**config.mk**
```make
export PLATFORM = sky130hd
export DESIGN_NAME = rx_sd_ctrl_flat
export DESIGN_NICKNAME = d
export VERILOG_FILES = /design/src/rtl/rx_sd_ctrl_if.sv /design/src/rtl/rx_sd_ctrl.sv /design/src/flat_wrapper.sv
export SDC_FILE = /design/constraint.sdc
export NUM_CORES = 1
export LEC_CHECK = 0
export BUFFER_PORTS_ARGS = -buffer_cell sky130_fd_sc_hd__buf_4
export CAP_MARGIN = 20
export CELL_PAD_IN_SITES_DETAIL_PLACEMENT = 0
export CELL_PAD_IN_SITES_GLOBAL_PLACEMENT = 1
export CORE_ASPECT_RATIO = 0.9
export CORE_MARGIN = 8
export CORE_UTILIZATION = 40
export CTS_CLUSTER_DIAMETER = 100
export DETAILED_ROUTE_END_ITERATION = 7
export HOLD_SLACK_MARGIN = 0.1
export MAX_ROUTING_LAYER = met4
export PLACE_DENSITY_LB_ADDON = 0.1
export SYNTH_ARGS = -nofsm -noshare
export SYNTH_HDL_FRONTEND = slang
export SYNTH_SLANG_ARGS = --single-unit
```
**constraint.sdc**
```tcl
create_clock -name clk -period 4.2 [get_ports clk]
set_clock_uncertainty 0.05 [all_clocks]
set_input_delay 0.42 -clock clk [delete_from_list [all_inputs] [get_ports clk]]
set_output_delay 0.42 -clock clk [all_outputs]
set_load 0.005 [all_outputs]
```
**src/rtl/rx_sd_ctrl_if.sv**
```systemverilog
// Receive-chain sequencer bus: detector configuration, detector and loop
// status inputs, and the registered sequencer outputs.
// master: the receive chain / host side. slave: rx_sd_ctrl.
interface rx_sd_ctrl_if #(
  parameter int WIDTH            = 16,
  parameter int MAX_WINDOW_WIDTH = 8,
  parameter int CNT_WIDTH        = 16
);
  logic [WIDTH-1:0]            cfg_threshold;
  logic [MAX_WINDOW_WIDTH-1:0] cfg_window;
  logic [CNT_WIDTH-1:0]        cfg_qual;
  logic [CNT_WIDTH-1:0]        cfg_loss;
  logic [CNT_WIDTH-1:0]        cfg_timeout;
  logic                        cfg_update;
  logic                        sd_flag;
  logic                        lock;
  logic [WIDTH-1:0]            RX_SD_THRESHOLD;
  logic [MAX_WINDOW_WIDTH-1:0] RX_SD_WINDOW;
  logic                        sd_rst;
  logic                        loop_rst;
  logic                        loop_en;
  logic                        rx_active;
  logic                        acq_fail;
  logic [2:0]                  state;

  modport master (
    output cfg_threshold, cfg_window, cfg_qual, cfg_loss, cfg_timeout,
           cfg_update, sd_flag, lock,
    input  RX_SD_THRESHOLD, RX_SD_WINDOW, sd_rst, loop_rst, loop_en,
           rx_active, acq_fail, state
  );

  modport slave (
    input  cfg_threshold, cfg_window, cfg_qual, cfg_loss, cfg_timeout,
           cfg_update, sd_flag, lock,
    output RX_SD_THRESHOLD, RX_SD_WINDOW, sd_rst, loop_rst, loop_en,
           rx_active, acq_fail, state
  );
endinterface

```
**src/rtl/rx_sd_ctrl.sv**
```systemverilog
// rx_sd_ctrl: signal-detect driven receive-chain sequencer.
// IDLE -> QUALIFY -> ACQUIRE -> TRACK, FLUSH on signal loss. Detector
// threshold/window updates are staged and only applied while IDLE.
// Optional: RX_SD_CTRL_ACQ_TIMEOUT_EN adds an ACQUIRE timeout that flushes
// the chain and pulses acq_fail.
module rx_sd_ctrl #(
  parameter int                          WIDTH            = 16,
  parameter int                          MAX_WINDOW_WIDTH = 8,
  parameter int                          CNT_WIDTH        = 16,
  parameter int                          FLUSH_CYCLES     = 4,
  parameter logic [WIDTH-1:0]            DEF_THRESHOLD    = 16'h7FFF,
  parameter logic [MAX_WINDOW_WIDTH-1:0] DEF_WINDOW       = 8'd16
) (
  input logic          clk,
  input logic          rst,
  rx_sd_ctrl_if.slave  bus
);

  typedef enum logic [2:0] {
    IDLE    = 3'd0,
    QUALIFY = 3'd1,
    ACQUIRE = 3'd2,
    TRACK   = 3'd3,
    FLUSH   = 3'd4
  } state_t;

  localparam logic [CNT_WIDTH-1:0] CNT_ONE    = 1;
  localparam logic [CNT_WIDTH-1:0] CNT_TWO    = 2;
  localparam logic [CNT_WIDTH-1:0] FLUSH_LAST = CNT_WIDTH'(FLUSH_CYCLES - 1);

  state_t                      state_q, state_d;
  logic [CNT_WIDTH-1:0]        cnt_q, cnt_d, cnt_inc;
  logic [CNT_WIDTH-1:0]        qual_lim, loss_lim;
  logic [WIDTH-1:0]            stage_thr_q, thr_q;
  logic [MAX_WINDOW_WIDTH-1:0] stage_win_q, win_q;
  logic                        pend_q;
  logic                        apply;
  logic                        acq_fail_d;
  logic                        sd_rst_q, loop_rst_q, loop_en_q, rx_active_q, acq_fail_q;
`ifdef RX_SD_CTRL_ACQ_TIMEOUT_EN
  logic [CNT_WIDTH-1:0]        tmr_q, tmr_d, tmr_inc, tmo_lim;
`endif

  function automatic logic [CNT_WIDTH-1:0] sat_inc(input logic [CNT_WIDTH-1:0] v);
    return (&v) ? v : v + CNT_ONE;
  endfunction

  // Effective limits: qualify needs at least two samples, loss/timeout at least one.
  always_comb begin
    qual_lim = (bus.cfg_qual < CNT_TWO) ? CNT_TWO : bus.cfg_qual;
    loss_lim = (bus.cfg_loss == '0) ? CNT_ONE : bus.cfg_loss;
`ifdef RX_SD_CTRL_ACQ_TIMEOUT_EN
    tmo_lim  = (bus.cfg_timeout == '0) ? CNT_ONE : bus.cfg_timeout;
`endif
  end

  // Next-state, shared counter and apply/fail decode.
  // cnt is reused: qualify run length, consecutive-low run, flush cycle count.
  always_comb begin
    state_d    = state_q;
    cnt_d      = cnt_q;
    cnt_inc    = sat_inc(cnt_q);
    apply      = 1'b0;
    acq_fail_d = 1'b0;
`ifdef RX_SD_CTRL_ACQ_TIMEOUT_EN
    tmr_d      = '0;
    tmr_inc    = sat_inc(tmr_q);
`endif
    case (state_q)
      IDLE: begin
        cnt_d = '0;
        if (pend_q) begin
          apply = 1'b1;
        end else if (bus.sd_flag) begin
          state_d = QUALIFY;
          cnt_d   = CNT_ONE;
        end
      end
      QUALIFY: begin
        if (!bus.sd_flag) begin
          state_d = IDLE;
          cnt_d   = '0;
        end else if (cnt_inc >= qual_lim) begin
          state_d = ACQUIRE;
          cnt_d   = '0;
        end else begin
          cnt_d = cnt_inc;
        end
      end
      ACQUIRE: begin
        cnt_d = bus.sd_flag ? '0 : cnt_inc;
`ifdef RX_SD_CTRL_ACQ_TIMEOUT_EN
        tmr_d = tmr_inc;
`endif
        if (!bus.sd_flag && (cnt_inc >= loss_lim)) begin
          state_d = FLUSH;
          cnt_d   = '0;
        end
`ifdef RX_SD_CTRL_ACQ_TIMEOUT_EN
        else if (tmr_inc >= tmo_lim) begin
          state_d    = FLUSH;
          cnt_d      = '0;
          acq_fail_d = 1'b1;
        end
`endif
        else if (bus.lock) begin
          state_d = TRACK;
        end
      end
      TRACK: begin
        cnt_d = bus.sd_flag ? '0 : cnt_inc;
        if (!bus.sd_flag && (cnt_inc >= loss_lim)) begin
          state_d = FLUSH;
          cnt_d   = '0;
        end else if (!bus.lock) begin
          state_d = ACQUIRE;
        end
      end
      FLUSH: begin
        if (cnt_q >= FLUSH_LAST) begin
          state_d = IDLE;
          cnt_d   = '0;
        end else begin
          cnt_d = cnt_inc;
        end
      end
      default: begin
        state_d = IDLE;
        cnt_d   = '0;
      end
    endcase
  end

  // State and counter registers.
  always_ff @(posedge clk or posedge rst) begin
    if (rst) begin
      state_q <= IDLE;
      cnt_q   <= '0;
`ifdef RX_SD_CTRL_ACQ_TIMEOUT_EN
      tmr_q   <= '0;
`endif
    end else begin
      state_q <= state_d;
      cnt_q   <= cnt_d;
`ifdef RX_SD_CTRL_ACQ_TIMEOUT_EN
      tmr_q   <= tmr_d;
`endif
    end
  end

  // Config staging and apply; an update on the apply cycle re-arms pending.
  always_ff @(posedge clk or posedge rst) begin
    if (rst) begin
      stage_thr_q <= DEF_THRESHOLD;
      stage_win_q <= DEF_WINDOW;
      pend_q      <= 1'b0;
      thr_q       <= DEF_THRESHOLD;
      win_q       <= DEF_WINDOW;
    end else begin
      if (apply) begin
        thr_q <= stage_thr_q;
        win_q <= stage_win_q;
      end
      if (bus.cfg_update) begin
        stage_thr_q <= bus.cfg_threshold;
        stage_win_q <= bus.cfg_window;
        pend_q      <= 1'b1;
      end else if (apply) begin
        pend_q <= 1'b0;
      end
    end
  end

  // Registered control outputs decoded from the next state.
  always_ff @(posedge clk or posedge rst) begin
    if (rst) begin
      sd_rst_q    <= 1'b1;
      loop_rst_q  <= 1'b1;
      loop_en_q   <= 1'b0;
      rx_active_q <= 1'b0;
      acq_fail_q  <= 1'b0;
    end else begin
      sd_rst_q    <= (state_d == FLUSH) || apply;
      loop_rst_q  <= state_d inside {IDLE, QUALIFY, FLUSH};
      loop_en_q   <= state_d inside {ACQUIRE, TRACK};
      rx_active_q <= (state_d == TRACK);
      acq_fail_q  <= acq_fail_d;
    end
  end

  assign bus.state           = state_q;
  assign bus.RX_SD_THRESHOLD = thr_q;
  assign bus.RX_SD_WINDOW    = win_q;
  assign bus.sd_rst          = sd_rst_q;
  assign bus.loop_rst        = loop_rst_q;
  assign bus.loop_en         = loop_en_q;
  assign bus.rx_active       = rx_active_q;
  assign bus.acq_fail        = acq_fail_q;

endmodule

```
**src/flat_wrapper.sv**
```systemverilog
// flat-port wrapper written by rule: the top's interface ports become plain ports
module rx_sd_ctrl_flat 
#(
  parameter int                          WIDTH            = 16,
  parameter int                          MAX_WINDOW_WIDTH = 8,
  parameter int                          CNT_WIDTH        = 16,
  parameter int                          FLUSH_CYCLES     = 4,
  parameter logic [WIDTH-1:0]            DEF_THRESHOLD    = 16'h7FFF,
  parameter logic [MAX_WINDOW_WIDTH-1:0] DEF_WINDOW       = 8'd16
)
  (clk, rst, bus_cfg_threshold, bus_cfg_window, bus_cfg_qual, bus_cfg_loss, bus_cfg_timeout, bus_cfg_update, bus_sd_flag, bus_lock, bus_RX_SD_THRESHOLD, bus_RX_SD_WINDOW, bus_sd_rst, bus_loop_rst, bus_loop_en, bus_rx_active, bus_acq_fail, bus_state);
  rx_sd_ctrl_if #(.WIDTH(WIDTH), .MAX_WINDOW_WIDTH(MAX_WINDOW_WIDTH), .CNT_WIDTH(CNT_WIDTH)) bus_i ();
  input logic clk;
  input logic rst;
  input wire logic [$bits(bus_i.cfg_threshold)-1:0] bus_cfg_threshold;
  input wire logic [$bits(bus_i.cfg_window)-1:0] bus_cfg_window;
  input wire logic [$bits(bus_i.cfg_qual)-1:0] bus_cfg_qual;
  input wire logic [$bits(bus_i.cfg_loss)-1:0] bus_cfg_loss;
  input wire logic [$bits(bus_i.cfg_timeout)-1:0] bus_cfg_timeout;
  input wire logic [$bits(bus_i.cfg_update)-1:0] bus_cfg_update;
  input wire logic [$bits(bus_i.sd_flag)-1:0] bus_sd_flag;
  input wire logic [$bits(bus_i.lock)-1:0] bus_lock;
  output wire logic [$bits(bus_i.RX_SD_THRESHOLD)-1:0] bus_RX_SD_THRESHOLD;
  output wire logic [$bits(bus_i.RX_SD_WINDOW)-1:0] bus_RX_SD_WINDOW;
  output wire logic [$bits(bus_i.sd_rst)-1:0] bus_sd_rst;
  output wire logic [$bits(bus_i.loop_rst)-1:0] bus_loop_rst;
  output wire logic [$bits(bus_i.loop_en)-1:0] bus_loop_en;
  output wire logic [$bits(bus_i.rx_active)-1:0] bus_rx_active;
  output wire logic [$bits(bus_i.acq_fail)-1:0] bus_acq_fail;
  output wire logic [$bits(bus_i.state)-1:0] bus_state;
  assign bus_i.cfg_threshold = bus_cfg_threshold;
  assign bus_i.cfg_window = bus_cfg_window;
  assign bus_i.cfg_qual = bus_cfg_qual;
  assign bus_i.cfg_loss = bus_cfg_loss;
  assign bus_i.cfg_timeout = bus_cfg_timeout;
  assign bus_i.cfg_update = bus_cfg_update;
  assign bus_i.sd_flag = bus_sd_flag;
  assign bus_i.lock = bus_lock;
  assign bus_RX_SD_THRESHOLD = bus_i.RX_SD_THRESHOLD;
  assign bus_RX_SD_WINDOW = bus_i.RX_SD_WINDOW;
  assign bus_sd_rst = bus_i.sd_rst;
  assign bus_loop_rst = bus_i.loop_rst;
  assign bus_loop_en = bus_i.loop_en;
  assign bus_rx_active = bus_i.rx_active;
  assign bus_acq_fail = bus_i.acq_fail;
  assign bus_state = bus_i.state;
  rx_sd_ctrl #(.WIDTH(WIDTH), .MAX_WINDOW_WIDTH(MAX_WINDOW_WIDTH), .CNT_WIDTH(CNT_WIDTH), .FLUSH_CYCLES(FLUSH_CYCLES), .DEF_THRESHOLD(DEF_THRESHOLD), .DEF_WINDOW(DEF_WINDOW)) u_core (.clk(clk), .rst(rst), .bus(bus_i));
endmodule
```
==> results of run 1 <==
## power by group through the flow
stage	Combinational (mW)	Clock [mW]	Sequential (mW)
detailed placement	0.360	0	0.887
CTS	0.361	0.525	0.874
floorplan	0.165	0	0.883
global route	0.392	0.558	0.889
global placement	0.353	0	0.880
finish	0.353	0.506	0.872
## metal layers
| layer | track usage [%] | vias to the layer above | part of all wire, % |
|---|---|---|---|
| met3 | 2.90 | 7 | 3.8 |
| met5 | - | - | 0 |
| li1 | - | 1456 | - |
| met1 | 19.3 | 1379 | 49 |
| met4 | 4.81 | 0 | 1.3 |
| met2 | 22.4 | 66 | 46 |
## cells in the final DEF (no fill, tap or decap), types with 6 or more instances in the layout
cell / synthesis / layout
a21oi_1: 15 / 15
buf_4: 1 / 94
nor3_1: 9 / 9
nand2_1: 15 / 15
nand3_1: 9 / 9
dfstp_2: 34 / 34
inv_1: 45 / 44
dfrtp_1: 38 / 38
clkbuf_8: 0 / 10
nor2_1: 16 / 16
xnor2_1: 9 / 9
nand4_1: 6 / 6
o21ai_0: 7 / 7
mux2_2: 49 / 49
nor4_1: 10 / 10
ha_1: 33 / 33
## layout make-up
class	instances	area [µm²]
clock inverters	5	38.8
well taps	126	158
multi-input cells	228	1880
flip-flops and latches	72	1840
clock buffers	11	141
fillers	905	4650
inverters	45	169
repair buffers	96	736
## logic make-up (layout without fill, tap and decap cells)
family                     after synthesis  count (layout)  share of synthesized area [%]
and+or+nand+nor                         91              91                           13.0
other                                    1               1                         0.0953
DFF                                     72              72                           46.9
adders and majority gates               33              33                           10.5
AOI/OAI and AO/OA                       43              43                           7.66
muxes                                   50              50                           14.3
buffers and inverters                   53             157                           5.40
xor gates and xnor gates                10              10                           2.23
## sequential cells by signal, indices dropped and copies added, names as in the netlist, 3 cells and up
| name | cells |
|---|---|
| u_core.stage_win_q | 8 |
| u_core.cnt_q | 16 |
| u_core.bus.state | 3 |
| u_core.bus.RX_SD_WINDOW | 8 |
| u_core.bus.RX_SD_THRESHOLD | 16 |
| u_core.stage_thr_q | 16 |
## final timing paths
| check | to | slack (ps) | cells past startpoint |
|---|---|---|---|
| min in group asynchronous | u_core.bus.RX_SD_WINDOW[5]$_DFFE_PP0P_ | 480 | 3 |
| worst max-delay path | u_core.cnt_q[2]$_DFF_PP0_ | 350 | 13 |
| worst max register to register | u_core.cnt_q[2]$_DFF_PP0_ | 350 | 13 |
| max in group asynchronous | u_core.bus.sd_rst$_DFF_PP1_ | 2750 | 5 |
| worst min-delay path | u_core.stage_win_q[6]$_DFFE_PP0P_ | 260 | 2 |
| worst min register to register | u_core.stage_win_q[2]$_DFFE_PP0P_ | 460 | 1 |
## what timing repair did
action / in CTS / in global routing
hold endpoints to repair: 0 / 2
hold buffers: 0 / 1
setup endpoints to repair: 0 / 1
==> summary.txt, run 1 <==
STA
  – Worst hold slack: 255 ps
  – Final worst path period need: 3850 ps
  – Final period utilization: 91.8%
  – Setup_tns: 0 ps
  – Max Freq: 0.259 GHz
  – Hold Vio Cnt, Final: 0
  – Unrepaired setup endpoints after global routing: false
  – Final Setup Violations: 0
  – Max Slew Vio Count: 0
  – Final setup margin: 345 ps

Power and ir drop
  – P per Cell Area: 349 nW/µm²
  – Clock network power share: 29.2%
  – Leakage: 2.46 nW
  – Net Sw Power: 0.452 mW
  – Pwr Total: 1.73 mW
  – Seq pwr share: 50.4%
  – Sw frac: 26.1%
  – VDD IR max: 0.000175 V
  – Power Internal: 1.28 mW
  – Gate power share: 20.4%

Setup path
  – Worst EP arrival: 4030 ps
  – Crit path kind: reg2reg
  – Worst path max stage delay: 460 ps
  – Crit-path leading delay family: simple AND/OR/NAND/NOR gates
  – Worst Path Required: 4380 ps
  – CP max FO: 16
  – CP startpoint: u_core.cnt_q[15]$_DFF_PP0_
  – Most used cell, CP: and4_1
  – Buffers & Inverters on Critical Path: 1
  – Crit path cell chain: nand3_1 > nor4_4 > a41oi_2 > and4_1 > xnor2_1 > inv_1 > ha_1 > and4_1 > o21ai_0 > or4_1 > o211ai_1 > o311a_4 > and2b_2
  – Slowest CP cell: or4_1
  – Critical R2R Launch: u_core.cnt_q[15]$_DFF_PP0_
  – CP startpoint kind: register
  – Setup crit end kind: register

Route
  – Post-DR vias/cell: 4.99
  – Via count: 2908
  – Wire per inst: 15.6 µm
  – ANT nets after route: 0
  – # DRC: 0
  – Routed Wire Length: 9080 µm
  – Drt pass-1 iters: 4
  – Number of DRC markers in iteration 0: 115

Place
  – Placer Congestion: 0.829
  – Placed instance area: 4760 µm²
  – Dpl hpwl: 7190 µm
  – Place WS: 289 ps
  – Port bufs: 91
  – Post-placement cell count: 565

Floorplan
  – Ports: 109
  – Die Wd: 121 µm
  – Core ar.: 9610 µm²
  – Die Area: 13300 µm²
  – Starting Density: 40.9%
  – Site row count: 34
  – Die Ht: 110 µm

Clocking
  – Max H-tree Level: 3
  – PostCTS Resize Cnt: 0
  – Clock Pin Slew Worst Setup and Hold Paths: 80 ps
  – Max clock buf depth: 2
  – Post-CTS Setup Inserts: 0
  – CTS root buffer: clkbuf_8
  – # clock sinks: 72
  – CTS tree: yes
  – Clock Latency Late Sink: 340 ps
  – Num CTS Buffers: 9

Final layout
  – Final instance area: 4970 µm²
  – Final core occ: 51.7%
  – Area Growth Syn to Fin: 26.2%
  – Final Non-Filler Cells: 583
  – Share of cells above drive strength 1: 44.4%
  – Diodes inserted: 0
  – Nets: 562

Logic synthesis
  – Post-synth EDFFs: 0
  – Seq cells post-synth: 72
  – Yosys Warn Count: 0
  – Cells after synthesis: 353
  – Synth Flop Type: dfrtp_1
  – Post-synth ARST share: 100%
  – Mapped Avg Cell Area: 11.2 µm²
  – Area leader, netlist: dfrtp_1
  – Top cell type's share of synthesized area: 24.2%
  – Sequential area share after synthesis: 46.9%
  – Count leader, synth: mux2_2
  – Syn nets: 463
  – Synth top cells by count: 49 x mux2_2, 45 x inv_1, 38 x dfrtp_1, 34 x dfstp_2, 33 x ha_1
  – Cell variety after synth: 50
  – Synth top area cells: dfrtp_1 24%, dfstp_2 23%, mux2_2 14%
  – Mapped cell area: 3940 µm²

Flow run
  – Max-cap check violation count: 0

Outcome
  – Status: finished clean

Global route
  – Remaining global-route overflow: 0
  – Antenna violations before repair: 0
  – Largest net degree at the start of global routing: 50
  – First-pass GRT wire length: 15100 µm
  – GRT Util Overall: 14.7%
  – Vias in the first global route: 3080

Min path
  – Hold Path Class: in2reg
  – Hold_sp: bus_cfg_window[6]
Power figures use the tool's default switching activity.
==> inputs of run 2 (changes only) <==
CELL_PAD_IN_SITES_DETAIL_PLACEMENT = default   (was 0)
CELL_PAD_IN_SITES_GLOBAL_PLACEMENT = default   (was 1)
PLACE_DENSITY = 0.61   (was default)
PLACE_DENSITY_LB_ADDON = default   (was 0.1)
clock period = 4.7 ns   (was 4.2 ns; I/O delays follow)
==> run 2 against run 1 <==
- flip-flop and latch count unchanged
- via count increased by 0.79%
- first-iteration DRC count decreased by 12%
- setup slack improved by 480 ps
- die area unchanged
- sequential share of layout area increased by 0.24 points
- critical endpoint unchanged
- largest cell class unchanged
==> summary.txt, run 2 (same netlist as run 1, synthesis figures left out) <==
Outcome
  – Status: finished clean

Final layout
  – Share of cells above drive strength 1: 44.5% (+0.073 points)
  – Commonest non-fill, non-tap cell in the layout: buf_4
  – Most frequent cells in the layout: 93 x buf_4, 49 x mux2_2, 44 x inv_1
  – Nets: 559 (-0.53%)
  – Fill cells: 914 (+0.99%)
  – Area Growth Syn to Fin: 25.3%
  – Diodes inserted: 0 (unchanged)

Clocking
  – Num CTS Buffers: 9 (unchanged)
  – Post-CTS Setup Inserts: 0 (unchanged)
  – # clock sinks: 72 (unchanged)
  – CTS tree: yes
  – Clock Latency Late Sink: 350 ps (about the same)
  – PostCTS Resize Cnt: 0 (unchanged)
  – Cts hold-fix bufs: 0 (unchanged)
  – Max clock buf depth: 2 (unchanged)
  – Clock Pin Slew Worst Setup and Hold Paths: 90 ps (about the same)
  – CTS root buffer: clkbuf_8
  – Max H-tree Level: 3 (unchanged)

Global route
  – Vias in the first global route: 3054 (-0.84%)
  – First-pass GRT wire length: 14600 µm (-3.3%)
  – Antenna violations before repair: 0 (unchanged)
  – Largest net degree at the start of global routing: 47 (-6.0%)
  – Remaining global-route overflow: 0 (unchanged)
  – GRT Util Overall: 14.2% (-0.47 points)

Power and ir drop
  – Power Internal: 1.13 mW (-12%)
  – Seq pwr share: 50.3% (about the same)
  – VDD IR max: 0.000144 V (-18%)
  – Leakage: 2.44 nW (-0.82%)
  – Pwr Total: 1.55 mW (-10%)
  – P per Cell Area: 315 nW/µm² (-9.7%)
  – Clock network power share: 29.6% (+0.4 points)
  – Gate power share: 20.0% (-0.4 points)
  – Net Sw Power: 0.421 mW (-6.8%)
  – Sw frac: 27.1% (+1.0 points)

Route
  – # DRC: 0 (unchanged)
  – Via count: 2931 (+0.79%)
  – Drt pass-1 iters: 4 (unchanged)
  – ANT nets after route: 0 (unchanged)
  – Number of DRC markers in iteration 0: 101 (-12%)
  – Post-DR vias/cell: 5.05 (+1.3%)
  – Wire per inst: 15.4 µm (-0.98%)
  – Routed Wire Length: 8950 µm (-1.5%)

Setup path
  – CP startpoint kind: register
  – Crit path kind: reg2reg
  – CP max FO: 16 (unchanged)
  – Worst Path Required: 4890 ps (+510 ps)
  – Worst EP arrival: 4060 ps (+30 ps)
  – Setup crit end kind: register
  – Critical R2R Launch: u_core.cnt_q[4]$_DFF_PP0_
  – CP startpoint: u_core.cnt_q[4]$_DFF_PP0_
  – Path depth of the worst reg2reg path: 13 (unchanged)

STA
  – Worst rel slew slack: 62.4%
  – Final period utilization: 82.3% (-9.4 points)
  – Setup_tns: 0 ps (unchanged)
  – Unrepaired setup endpoints after global routing: false
  – Worst slew pin tran: 563 ps
  – Hold Vio Cnt, Final: 0 (unchanged)
  – Max Slew Vio Count: 0 (unchanged)
  – Final worst path period need: 3870 ps (+15.2 ps)
  – Final Setup Violations: 0 (unchanged)
  – Max Freq: 0.258 GHz (-0.39%)

Place
  – Placer Congestion: 0.816 (-1.5%)
  – Dpl hpwl: 7100 µm (-1.2%)
  – Port bufs: 91 (unchanged)

Floorplan
  – Die Wd: 121 µm (unchanged)
  – Die Area: 13300 µm² (unchanged)
  – Starting Density: 40.9% (unchanged)
  – Site row count: 34 (unchanged)
  – Die Ht: 110 µm (unchanged)
  – Core ar.: 9610 µm² (unchanged)
  – Ports: 109 (unchanged)

Min path
  – Hold Path Class: in2async

Flow run
  – Max-cap check violation count: 0 (unchanged)
==> run 2: area by class of cell <==
class	instances	area, µm²	area share [%]
Tap cell	126	158	3.20
Timing Repair Buffer	93	698	14.2
Clock buffer	9	124	2.51
Sequential cell	72	1840	37.4
Clock inverter	7	61.3	1.24
Inverter	45	169	3.42
Multi-Input combinational cell	228	1880	38.1
==> run 2: worst max-delay path: stages, from the launching register on <==
cell and delay, ps:
dfrtp_1 440, nand4_1 200, nor4_4 400, a41oi_2 260
and3_2 280, xnor2_1 210, inv_1 120, ha_1 320
and4_1 210, o31ai_1 70, or4_1 390, o211ai_1 210
o311a_4 350, and2b_2 240
==> run 2: per-layer routing <==
| layer | vias to the layer above | part of all wire (%) | track usage, % | routed length [µm] |
|---|---|---|---|---|
| met5 | - | 0 | - | 0 |
| met2 | 76 | 45 | 22.3 | 4050 |
| li1 | 1436 | - | - | - |
| met1 | 1405 | 47 | 17.4 | 4250 |
| met4 | 0 | 1.8 | 5.61 | 164 |
| met3 | 14 | 5.4 | 3.56 | 481 |
==> run 2: power groups by stage <==
stage	combinational (mW)	clock, mW	sequential (mW)
after global placement	0.311	0	0.790
after floorplan	0.147	0	0.789
after global routing	0.343	0.504	0.796
after detailed placement	0.318	0	0.795
after CTS	0.319	0.478	0.783
final	0.311	0.460	0.781
==> run 2: final timing paths <==
path	slack, ps	to
max in group asynchronous	3500	u_core.stage_thr_q[6]$_DFFE_PP1P_
worst max-delay path	830	u_core.cnt_q[2]$_DFF_PP0_
min in group clk	290	u_core.stage_win_q[3]$_DFFE_PP0P_
worst min-delay path	110	u_core.bus.RX_SD_WINDOW[2]$_DFFE_PP0P_
worst min register to register	460	u_core.bus.RX_SD_THRESHOLD[15]$_DFFE_PP0P_
worst max register to register	830	u_core.cnt_q[2]$_DFF_PP0_
==> run 2: through the flow <==
step / cells / worst slack [ps] / hold WS, ps / instance area (µm²) / util (%)
6_report: 580 / 830 / 108 / 4930 / 51.3
5_1_grt: 580 / 551 / 147 / 4930 / 51.3
4_1_cts: 580 / 803 / 121 / 4930 / 51.3
3_5_place_dp: 564 / 828 / 438 / 4750 / 49.4
3_3_place_gp: 564 / 837 / 433 / 4750 / 49.4
2_1_floorplan: 353 / 1350 / 425 / 3940 / -
